**src/rtl/rf_seq_ctrl.sv**
```systemverilog
// Register-file sequencer: fetches one instruction at a time, reads operands,
// runs the external ALU with a bounded wait, and writes the result back.
module rf_seq_ctrl #(
  parameter int unsigned TIMEOUT = 15
) (
  input  logic        clk,
  input  logic        rst,
  input  logic        instr_valid,
  input  logic [15:0] instr,
  output logic        instr_ready,
  output logic        read_Rp,
  output logic        read_Rq,
  output logic [3:0]  reg_num_Rp,
  output logic [3:0]  reg_num_Rq,
  output logic [3:0]  reg_num_wr,
  output logic        write,
  output logic [15:0] rf_in_value,
  output logic        alu_start,
  input  logic        alu_done,
  input  logic [15:0] alu_result,
  output logic        halted,
  output logic        err_timeout,
  output logic [15:0] retire_count
);

  typedef enum logic [2:0] {
    S_IDLE,
    S_READ,
    S_ISSUE,
    S_WAIT,
    S_WB,
    S_HALT
  } state_t;

  localparam logic [7:0] TIMEOUT_CNT = 8'(TIMEOUT);

  state_t      state_q, state_d;
  logic [11:0] fields_q, fields_d;
  logic [15:0] result_q, result_d;
  logic [7:0]  wait_cnt_q, wait_cnt_d;
  logic        err_q, err_d;
  logic [15:0] retire_q, retire_d;

  always_comb begin
    state_d    = state_q;
    fields_d   = fields_q;
    result_d   = result_q;
    wait_cnt_d = wait_cnt_q;
    err_d      = err_q;
    retire_d   = retire_q;
    case (state_q)
      S_IDLE: begin
        if (instr_valid) begin
          fields_d = instr[11:0];
          case (instr[15:12])
            4'h0: retire_d = retire_q + 16'd1;
            4'h1: begin
              result_d = {8'h00, instr[7:0]};
              state_d  = S_WB;
            end
            4'hF: begin
              retire_d = retire_q + 16'd1;
              state_d  = S_HALT;
            end
            default: state_d = S_READ;
          endcase
        end
      end
      S_READ:  state_d = S_ISSUE;
      S_ISSUE: begin
        wait_cnt_d = 8'd0;
        state_d    = S_WAIT;
      end
      S_WAIT: begin
        // A late alu_done still wins over the timeout on the final cycle.
        if (alu_done) begin
          result_d = alu_result;
          state_d  = S_WB;
        end else begin
          wait_cnt_d = wait_cnt_q + 8'd1;
          if (wait_cnt_q + 8'd1 == TIMEOUT_CNT) begin
            err_d   = 1'b1;
            state_d = S_IDLE;
          end
        end
      end
      S_WB: begin
        retire_d = retire_q + 16'd1;
        state_d  = S_IDLE;
      end
      S_HALT:  state_d = S_HALT;
      default: state_d = S_IDLE;
    endcase
  end

  always_ff @(posedge clk) begin
    if (rst) begin
      state_q    <= S_IDLE;
      fields_q   <= 12'h000;
      result_q   <= 16'h0000;
      wait_cnt_q <= 8'd0;
      err_q      <= 1'b0;
      retire_q   <= 16'h0000;
    end else begin
      state_q    <= state_d;
      fields_q   <= fields_d;
      result_q   <= result_d;
      wait_cnt_q <= wait_cnt_d;
      err_q      <= err_d;
      retire_q   <= retire_d;
    end
  end

  assign instr_ready  = (state_q == S_IDLE);
  assign read_Rp      = (state_q == S_READ);
  assign read_Rq      = (state_q == S_READ);
  assign alu_start    = (state_q == S_ISSUE);
  assign write        = (state_q == S_WB);
  assign halted       = (state_q == S_HALT);
  assign err_timeout  = err_q;
  assign retire_count = retire_q;
  assign reg_num_wr   = fields_q[11:8];
  assign reg_num_Rp   = fields_q[7:4];
  assign reg_num_Rq   = fields_q[3:0];
  assign rf_in_value  = result_q;

endmodule

```
**config.mk**
```make
export PLATFORM = sky130hd
export DESIGN_NAME = rf_seq_ctrl
export DESIGN_NICKNAME = d
export VERILOG_FILES = /design/src/rtl/rf_seq_ctrl.sv
export SDC_FILE = /design/constraint.sdc
export NUM_CORES = 1
export LEC_CHECK = 0
export BUFFER_PORTS_ARGS = -buffer_cell sky130_fd_sc_hd__clkbuf_2
export CORE_UTILIZATION = 48
export CTS_CLUSTER_SIZE = 20
export DETAILED_ROUTE_END_ITERATION = 8
export PLACE_DENSITY = 0.77
export SLEW_MARGIN = 20
export SYNTH_ARGS = -nofsm -noshare
export SYNTH_HDL_FRONTEND = slang
export SYNTH_SLANG_ARGS = --single-unit
```
**constraint.sdc**
```tcl
create_clock -name clk -period 2 [get_ports clk]
set_clock_uncertainty 0.2 [all_clocks]
set_input_delay 0.1 -clock clk [delete_from_list [all_inputs] [get_ports clk]]
set_output_delay 0.1 -clock clk [all_outputs]
set_load 0.02 [all_outputs]
```
# After elaboration in Yosys (flattened, before gate mapping)
# Index checks and enable logic that the tools add are counted.
[totals] register_bits=56 in_bits=36 out_inout_bits=51 elab_cells=50
[classes] n_addsub=2 eq_ne=15 mux=14 n_bitwise=1 n_reduce_logical=12
[ops] operator="16-bit two-way mux" n=5
[ops] operator="16-bit case mux with 2 select lines" n=2
[ops] operator="16-bit by 1-bit adder with 16-bit output (second input constant)" n=1
[ops] operator="8-bit case mux with 2 select lines" n=1
[ops] operator="3-bit case mux with 5 select lines" n=1
[ops] operator="2-bit != test (second input constant)" n=5
[ops] operator="3-bit two-way mux" n=3
[ops] operator="3-bit case mux with 3 select lines" n=1
[ops] operator="3-bit AND reduction" n=3
[ops] operator="8-bit by 1-bit adder with 8-bit output (second input constant)" n=1
[ops] operator="8-bit by 4-bit == test with 1-bit output (second input constant)" n=1
[ops] operator="8-bit two-way mux" n=1
[ops] operator="3-bit by 2-bit == test with 1-bit output (second input constant)" n=2
[ops] operator="3-bit == test (second input constant)" n=2
[ops] operator="2-bit nonzero test" n=3
[ops] operator="4-bit by 1-bit == test with 1-bit output (second input constant)" n=1
[ops] operator="4-bit == test (second input constant)" n=1
[ops] operator="4-bit logical NOT" n=1
[ops] operator="2-bit AND reduction" n=2
[ops] operator="4-bit AND reduction" n=1
[ops] operator="3-bit by 1-bit == test with 1-bit output (second input constant)" n=1
[ops] operator="3-bit logical NOT" n=1
[ops] operator="3-bit != test (second input constant)" n=1
[ops] operator="2-bit by 1-bit != test with 1-bit output (second input constant)" n=1
[ops] operator="other kinds (2)" n=2

# Logic depth before layout (Yosys ltp)
# Gate-level depths: netlist of run 1.
[logic_depth] depth_word=5 ltp_mapped=8 ltp_nobuf=6

# Least setup slack after synthesis of run 1
# No wires, ideal clock.
[synth_path] kind="register -> register" from="register state_q[2]" to="register result_q[6], in the netlist rf_in_value[6]" setup_time_ns=0.086 arrival_time_ns=1.606 t_required_ns=1.714 path_slack_ns=0.108 path_stages_with_launch=7 path_buffers=2 synth_period_minus_slack_ns=1.892 cell_sequence="dfxtp_1 -> buf_2 -> nor3_2 -> a41o_2 -> buf_6 -> nor2_1 -> a211oi_1"
[synth_between] elab_chain_len=3 elab_cells_between_ends=8 cone_classes="eq/ne (4); mux (1); reduce/logical (3)"
[synth_lines] element="start: declaration" line="37" rtl="state_t state_q, state_d;"
[synth_lines] element="start signal: assignment" line="105" rtl="state_q <= state_d;"
[synth_lines] element="3-bit logical NOT *"
[synth_lines] element="via instr_ready" line="10" rtl="output logic instr_ready,"
[synth_lines] element="2-bit by 1-bit != test with 1-bit output (no source line) (tied with other cells)"
[synth_lines] element="4-bit AND reduction (no source line)"
[synth_lines] element="end signal: assignment" line="107" rtl="result_q <= result_d;"
[synth_lines] element="end: declaration" line="39" rtl="logic [15:0] result_q, result_d;"
# The timed path passes the listed nets; every way through them passes the cells marked *.
# A chain may end at the register's enable or synchronous reset.

# Worst setup path in the final report of run 1
[layout_path] from="register state_q[2]" to="register result_q[8], in the netlist rf_in_value[8]"
[layout_between] elab_chain_len=3 elab_cells_between_ends=8 cone_classes="eq/ne (4); mux (1); reduce/logical (3)"
[layout_lines] element="3-bit by 2-bit == test with 1-bit output / 3-bit logical NOT (equally long branches)" line="51" rtl="case (state_q)"
[layout_lines] element="2-bit != test (no source line) (tied with other cells)"
[layout_lines] element="4-bit AND reduction (no source line)"
# Several ways; a longest one is shown, not always the timed one.

==> qor_table.md, run 1 <==
| Metric | This run | Unit |
|:---|:---|:---|
| Maximum number of pins on one net before global-route repair | 35 | - |
| Count of filler cells inserted in the layout | 447 | - |
| Highest attainable clock frequency | 532 | MHz |
| Register area share after synthesis | 43.7 | % |
| Cell at the slowest stage of the critical path | sky130_fd_sc_hd__nor3_2 | - |
| Worst vdd rail ir drop | 0.481 | mV |
| Port Buffers | 86 | - |
| Final Slew Violations | 0 | - |
| Final routed wire length divided by cell count | 13.6 | µm |
| Kind of start point of the critical path | flip-flop | - |
| DP HPWL | 4310 | µm |
| Adder-cell share of the synthesized area | 1.46 | % |
| Routed Wire Length | 6570 | µm |
| Number of instances in the synthesized netlist | 298 | - |
| M1 GR Usage | 31.6 | % |
| Antenna violations before repair | 0 | - |
| Total standard cell area after synthesis | 2560 | µm² |
| Signal arrival time at the worst endpoint | 1870 | ps |
| CTS root buf | sky130_fd_sc_hd__clkbuf_8 | - |
| Worst hold-check slack | 68.7 | ps |
| Total DRC errors in the routed layout | 0 | - |
| Core footprint | 5140 | µm² |
| Total placed cells including tap cells | 446 | - |
| Status | complete, no violations | - |
| Count of maximum capacitance violations | 0 | - |
| Count of inserted antenna diode cells | 0 | - |
| Kind of end point of the critical path | flip-flop | - |
| Leftover overflow at the end of global routing | 0 | - |
| FP Rows | 26 | - |
| Area enclosed by the die boundary | 5630 | µm² |
| Switching power | 713 | µW |
| Final cell count without fillers | 484 | - |
| Total Power | 2320 | µW |
| Worst slew margin relative to its limit | 61.8 | % |
| Unrepaired setup endpoints after global routing | true | - |
| Maximum fanout encountered on the critical timing path | 8 | - |
| Area fraction in compound gates after synthesis | 16.9 | % |
| Avg Inst Size Synth | 8.60 | µm² |
| TritonCTS buffer count | 5 | - |
| Fraction of synthesized area in multiplexers | 3.52 | % |
| Hold violation count in the final report | 0 | - |
| Internal Power | 1610 | µW |
| Vias in the first global route | 2299 | - |
| Net count reported at finish | 452 | - |
| Cells along the critical path | nor3_2 > a41oi_2 > a22oi_1 > nor2_1 | - |
| Met3 Usage GRT | 4.69 | % |
| Hold/Removal Path Class | in -> reg | - |
| CTS tree | yes | - |
| Max Root-Sink Buffers | 2 | - |
| Proportion of total power due to net switching | 30.7 | % |
| Vias post-DR | 2491 | - |
| Worst stage delay on the critical path | 440 | ps |
| Bufs and invs on worst path | 0 | - |
| Global routing's busiest layer | met2 | - |
| Time the final worst path needs with I/O delays and setup | 1880 | ps |
| Pre-Repair DR Iteration Count | 4 | - |
| Fraction of the mapped netlist area in simple logic gates | 23.7 | % |
| Worst-skew pair later-pin latency | 310 | ps |
| Final setup violation count | 0 | - |
| Vertical extent of the die | 75.1 | µm |
| Logic gate share of total power | 20.5 | % |
| Yosys warning count | 0 | - |
| Residual antenna-violating net count after detailed routing | 0 | - |
| Clock-pin transition on the worst setup and hold timing paths | 110 | ps |
| Setup slack of the worst register-to-register path | 120 | ps |
| Pwr dens | 665 | nW/µm² |
| Final cycle utilization of the critical path | 93.9 | % |
| Global routing met2 resource utilization | 41.5 | % |
| Critical setup path kind | reg -> reg | - |
| Category of cells accounting for the largest share of critical-path delay | compound AO/OA/AOI/OAI gates | - |
| Combined global-route utilization of all metal layers | 24.5 | % |
| Total of flip-flops plus latches after synthesis | 56 | - |
| Via-to-Cell Ratio | 5.15 | - |
| Starting utilization of the core area | 49.9 | % |
| Synthesized net count | 337 | - |
| Library cells used by synthesis | 43 | - |
| Clock share of power | 27.7 | % |
| Final weighted congestion in routability-driven placement | 0.854 | - |
| Share of post-route cells with drive strength above 1 | 28.0 | % |
| Reg power frac | 51.8 | % |
| Worst-Margin Slew | 569 | ps |
| Initial DRC Count | 162 | - |
| Maximum level of the CTS H-tree | 2 | - |
| Synth Area in XOR/XNOR | 6.15 | % |
| Total clock sinks | 56 | - |
| Final total negative setup slack | 0 | ps |
| Combinational family with the most area after synthesis | simple AND/OR/NAND/NOR gates | - |
| Static power due to leakage | 0.00151 | µW |
| Width of the chip | 75.1 | µm |
| Num ports | 87 | - |
| Wire length of the first global-routing pass | 10600 | µm |
| Layout Area Growth over Synthesis | 36.2 | % |
| Worst endpoint required time | 1990 | ps |
-- cell type report --
class	instances	area [µm²]	area share (%)
Multi-Input combinational cell	217	1360	38.8
Sequential cell	56	1120	32.1
Clock buffer	5	68.8	1.97
Timing Repair Buffer	124	801	22.9
Tap cell	70	87.6	2.51
Clock inverter	3	22.5	0.645
Inverter	9	33.8	0.968
-- metrics by stage --
step / area [µm²] / setup slack (ps) / utilization, %
CTS: 3460 / 31.7 / 67.3
global placement: 3070 / 69.5 / 59.8
global route: 3490 / 1.07 / 67.9
detailed placement: 3070 / 26.9 / 59.8
floorplan: 2560 / 108 / -
finish: 3490 / 121 / 67.9
-- per-layer routing --
metal | vias to the layer above | share of wire [%] | wire [µm]
li1 | 1270 | - | -
met1 | 1150 | 45 | 2970
met2 | 65 | 49 | 3240
met3 | 6 | 4.2 | 278
met4 | 0 | 1.3 | 85
met5 | - | 0 | 0
-- cell usage in the layout, fill, tap and decap left out, types with 2 or more instances in the layout --
| master | netlist | final |
|---|---|---|
| sky130_fd_sc_hd__a211oi_1 | 9 | 9 |
| sky130_fd_sc_hd__a21oi_1 | 23 | 23 |
| sky130_fd_sc_hd__a22oi_1 | 8 | 8 |
| sky130_fd_sc_hd__a31oi_1 | 2 | 2 |
| sky130_fd_sc_hd__and2_1 | 3 | 3 |
| sky130_fd_sc_hd__and3_1 | 2 | 2 |
| sky130_fd_sc_hd__and4_1 | 2 | 2 |
| sky130_fd_sc_hd__buf_4 | 2 | 8 |
| sky130_fd_sc_hd__clkbuf_2 | 0 | 86 |
| sky130_fd_sc_hd__clkbuf_8 | 0 | 5 |
| sky130_fd_sc_hd__dfxtp_1 | 56 | 56 |
| sky130_fd_sc_hd__dlygate4sd3_1 | 0 | 29 |
| sky130_fd_sc_hd__ha_1 | 3 | 3 |
| sky130_fd_sc_hd__inv_1 | 8 | 8 |
| sky130_fd_sc_hd__mux2i_1 | 9 | 9 |
| sky130_fd_sc_hd__nand2_1 | 31 | 31 |
| sky130_fd_sc_hd__nand2b_1 | 2 | 2 |
| sky130_fd_sc_hd__nand3_1 | 9 | 9 |
| sky130_fd_sc_hd__nand3b_1 | 6 | 6 |
| sky130_fd_sc_hd__nand4_1 | 2 | 2 |
| sky130_fd_sc_hd__nor2_1 | 45 | 45 |
| sky130_fd_sc_hd__nor3_1 | 9 | 9 |
| sky130_fd_sc_hd__nor4_2 | 3 | 4 |
| sky130_fd_sc_hd__o2111ai_1 | 3 | 3 |
| sky130_fd_sc_hd__o211ai_1 | 3 | 3 |
| sky130_fd_sc_hd__o21a_1 | 4 | 4 |
| sky130_fd_sc_hd__o21ai_1 | 7 | 7 |
| sky130_fd_sc_hd__or3_1 | 2 | 2 |
| sky130_fd_sc_hd__xnor2_1 | 10 | 10 |
| sky130_fd_sc_hd__xor2_1 | 8 | 8 |
-- flip-flops by register name, summed over array words and instances (netlist names) --
signal and flops:
retire_count 16, rf_in_value 16, fields_q 12, wait_cnt_q 8, state_q 3, err_timeout 1
-- power groups by stage --
stage | combinational (µW) | sequential (µW) | clock, µW
after floorplan | 238 | 1260 | 0
after global placement | 412 | 1230 | 0
after detailed placement | 419 | 1230 | 0
after CTS | 465 | 1200 | 649
after global routing | 519 | 1210 | 688
final | 476 | 1200 | 641
-- worst paths after layout --
path                                                    end                startpoint  cells past startpoint
worst min-delay path               fields_q[1]$_SDFFE_PP0P_                       rst                      2
worst min register to register     fields_q[3]$_SDFFE_PP0P_  fields_q[3]$_SDFFE_PP0P_                      2
worst max register to register  rf_in_value[8]$_SDFFE_PP0P_   state_q[2]$_SDFFE_PP0P_                      4
worst max-delay path            rf_in_value[8]$_SDFFE_PP0P_   state_q[2]$_SDFFE_PP0P_                      4
-- synthesized netlist by cell type, drive strengths merged --
cell,n,area [µm²]
or3b,1,8.76
inv,9,33.8
and4,2,17.5
ha,3,37.5
a211oi,9,67.6
and2,3,18.8
nor2,47,181
a22oi,8,60.1
nand3,9,45.0
and3,2,12.5
o31ai,1,7.51
o211ai,3,22.5
a41o,1,11.3
nor3,10,55.1
clkbuf,6,22.5
a41oi,1,8.76
o2111ai,3,26.3
a31oi,2,12.5
mux2i,9,90.1
xnor2,10,87.6
xor2,8,70.1
nand2,31,116
or3,2,12.5
o311ai,1,26.3
nand4,2,12.5
o21a,4,30.0
dfxtp,56,1120
a21oi,23,115
o211a,1,10.0
nand3b,6,45.0
o21ai,7,35.0
nand2b,2,12.5
nor4,4,43.8
buf,10,58.8
nor3b,2,26.3
-- cell families after synthesis --
family | Yosys count
xor gates and xnor gates | 18
and+or+nand+nor | 123
DFF | 56
buffers and inverters | 25
muxes | 9
AOI/OAI and AO/OA | 64
adders and majority gates | 3
-- timing repair --
action	in CTS	in global routing
setup endpoints to repair	1	18
hold endpoints to repair	29	0
setup buffers	0	1
pin swaps	0	1
resized for setup	1	3
hold buffers	29	0
Power figures use the tool's default switching activity.
==> run 2: changes to the inputs <==
Settings changed: CORE_UTILIZATION 48 to 25, PLACE_DENSITY 0.77 to not set.
==> qor_table.md, run 2 (synthesis gave the netlist of run 1 again) <==
| Metric | This run | Unit | Delta |
|:---|:---|:---|:---|
| Status | complete, no violations | - |  |
| Final weighted congestion in routability-driven placement | 0.787 | - | -7.9% |
| Initial DRC Count | 86 | - | -47% |
| Combined global-route utilization of all metal layers | 13.6 | % | -11 points |
| Maximum fanout encountered on the critical timing path | 10 | - | +2 |
| Category of cells accounting for the largest share of critical-path delay | buffers and inverters | - |  |
| Net count reported at finish | 455 | - | +0.66% |
| Via-to-Cell Ratio | 4.54 | - | -12% |
| CP Launch Point | state_q[2]$_SDFFE_PP0P_ | - |  |
| Cell at the slowest stage of the critical path | sky130_fd_sc_hd__dfxtp_1 | - |  |
| Area of the multi-input gates | 1340 | µm² | -1.1% |
| Commonest non-fill, non-tap cell in the layout | sky130_fd_sc_hd__clkbuf_2 | - |  |
| Kind of start point of the critical path | flip-flop | - |  |
| Beginning of the worst register-to-register path | state_q[1]$_SDFFE_PP0P_ | - |  |
| Critical setup path kind | reg -> out | - |  |
| Residual antenna-violating net count after detailed routing | 0 | - | unchanged |
| Hold violation count in the final report | 0 | - | unchanged |
| Final Slew Violations | 0 | - | unchanged |
| Bufs and invs on worst path | 3 | - | +3 |
| Wire length of the first global-routing pass | 11100 | µm | +4.9% |
| Pre-Repair DR Iteration Count | 4 | - | unchanged |
| Share of post-route cells with drive strength above 1 | 28.5 | % | +0.52 points |
| Register area | 1120 | µm² | unchanged |
| Finished layout cell area | 3560 | µm² | +2.2% |
| Total Power | 2340 | µW | +0.83% |
| Placement-stage cell area | 3170 | µm² | +3.1% |
| Leftover overflow at the end of global routing | 0 | - | unchanged |
| FP Rows | 36 | - | +38% |
| Beginning of the worst hold path | rst | - |  |
| CP endpoint | read_Rp | - |  |
| Total placed cells including tap cells | 513 | - | +15% |
| Worst-case setup margin in the final layout | 113 | ps | -8.49 ps |
| Routed Wire Length | 7080 | µm | +7.8% |
| Pwr dens | 656 | nW/µm² | -1.3% |
| Time the final worst path needs with I/O delays and setup | 1890 | ps | +8.49 ps |
| Setup slack of the worst register-to-register path | 170 | ps | +50 ps |
| Count of maximum capacitance violations | 0 | - | unchanged |
| Worst endpoint required time | 1700 | ps | -290 ps |
| TritonCTS buffer count | 5 | - | unchanged |
| Maximum number of pins on one net before global-route repair | 23 | - | -34% |
| Final setup violation count | 0 | - | unchanged |
| Leading cell types in the layout, fill and taps excluded | sky130_fd_sc_hd__clkbuf_2, sky130_fd_sc_hd__dfxtp_1, sky130_fd_sc_hd__nor2_1 | - |  |
| Total DRC errors in the routed layout | 0 | - | unchanged |
| Endpoint of the worst-slack reg-to-reg timing path | rf_in_value[6]$_SDFFE_PP0P_ | - |  |
| Unrepaired setup endpoints after global routing | true | - |  |
| CTS root buf | sky130_fd_sc_hd__clkbuf_8 | - |  |
| Number of setup buffers added after CTS | 0 | - | unchanged |
| Port Buffers | 86 | - | unchanged |
| Maximum level of the CTS H-tree | 2 | - | unchanged |
| CTS tree | yes | - |  |
| Most common cell on crit path | sky130_fd_sc_hd__buf_4 | - |  |
| Num ports | 87 | - | unchanged |
| Cells along the critical path | buf_4 > buf_4 > nor3b_1 > clkbuf_2 | - |  |
| Worst-skew pair later-pin latency | 310 | ps | about the same |
| Core footprint | 9860 | µm² | +92% |
| Count of inserted antenna diode cells | 0 | - | unchanged |
| DP HPWL | 4970 | µm | +15% |
| Max Root-Sink Buffers | 2 | - | unchanged |
| Vertical extent of the die | 103 | µm | +38% |
| Worst slew margin relative to its limit | 64.7 | % | +3.0 points |
| Pre-CTS setup slack | 123 | ps | +96.2 ps |
| Total clock sinks | 56 | - | unchanged |
| Count of filler cells inserted in the layout | 1038 | - | +130% |
| Worst-Margin Slew | 528 | ps | -41.8 ps |
| Kind of end point of the critical path | primary output | - |  |
| Layout Area Growth over Synthesis | 39.1 | % |  |
| Final cycle utilization of the critical path | 94.4 | % | +0.42 points |
| Width of the chip | 103 | µm | +38% |
| Static power due to leakage | 0.00152 | µW | +0.89% |
| Clock-pin transition on the worst setup and hold timing paths | 100 | ps | about the same |
| Crit path depth | 4 | - | unchanged |
| Vias post-DR | 2495 | - | +0.16% |
| Final cell count without fillers | 550 | - | +14% |
| Vias in the first global route | 2343 | - | +1.9% |
| Signal arrival time at the worst endpoint | 1590 | ps | -280 ps |
| Area enclosed by the die boundary | 10700 | µm² | +89% |
| Starting utilization of the core area | 26.0 | % | -24 points |
| Highest attainable clock frequency | 530 | MHz | -0.45% |
| Antenna violations before repair | 0 | - | unchanged |
| Final routed wire length divided by cell count | 12.9 | µm | -5.2% |
| Hold depth | 2 | - | unchanged |
| Length in cells of the worst reg-to-reg path | 5 | - | +1 |
| Hold/Removal Path Class | in -> reg | - |  |
| Worst vdd rail ir drop | 0.274 | mV | -43% |
| Worst stage delay on the critical path | 370 | ps | -70 ps |
-- run 2: cell types whose count changed in the layout (fill, tap and decap cells not counted), sizes merged --
cell / change
inv: -1
clkbuf: +1
buf: +3
-- run 2: worst min-delay path by stage --
stage | to | slack (ps)
after CTS | fields_q[11]$_SDFFE_PP0P_ | 80
after global placement | fields_q[11]$_SDFFE_PP0P_ | 130
after floorplan | fields_q[11]$_SDFFE_PP0P_ | 40
final | fields_q[11]$_SDFFE_PP0P_ | 100
after global routing | rf_in_value[15]$_SDFFE_PP0P_ | 120
after detailed placement | fields_q[11]$_SDFFE_PP0P_ | 130
-- run 2: per-stage QoR --
step,hold WS [ps],util [%],TNS [ps]
5_1_grt,119,36.1,-9.69
2_1_floorplan,36.0,-,0
3_3_place_gp,127,32.1,0
4_1_cts,84.6,36.0,0
3_5_place_dp,129,32.1,0
6_report,95.1,36.1,0
-- run 2: area by class of cell --
type / count / area share (%)
timing repair buffer: 127 / 22.7
clock inverter: 2 / 0.281
clock buffer: 6 / 2.32
tap: 133 / 4.67
inverter: 9 / 0.948
sequential: 56 / 31.4
multi-input combinational: 217 / 37.6
-- run 2: layer usage --
metal | vias to the layer above | global-route usage (%) | wire [µm]
met5 | - | 0 | 0
met4 | 0 | 5.09 | 128
met3 | 11 | 3.02 | 284
met2 | 53 | 22.8 | 3430
met1 | 1152 | 17.1 | 3240
li1 | 1279 | - | -
-- run 2: timing repair --
action | CTS | global route
hold buffers | 29 | 0
gates resized for setup | 0 | 2
endpoints found under the hold margin | 29 | 0
endpoints found under the setup margin | 0 | 9
-- run 2: where the power goes --
part	switching, µW	internal [µW]	leakage (µW)	total, µW
registers	41.3	1160	0.000454	1200
logic	284	194	0.00101	477
clock network	379	278	0.0000510	657
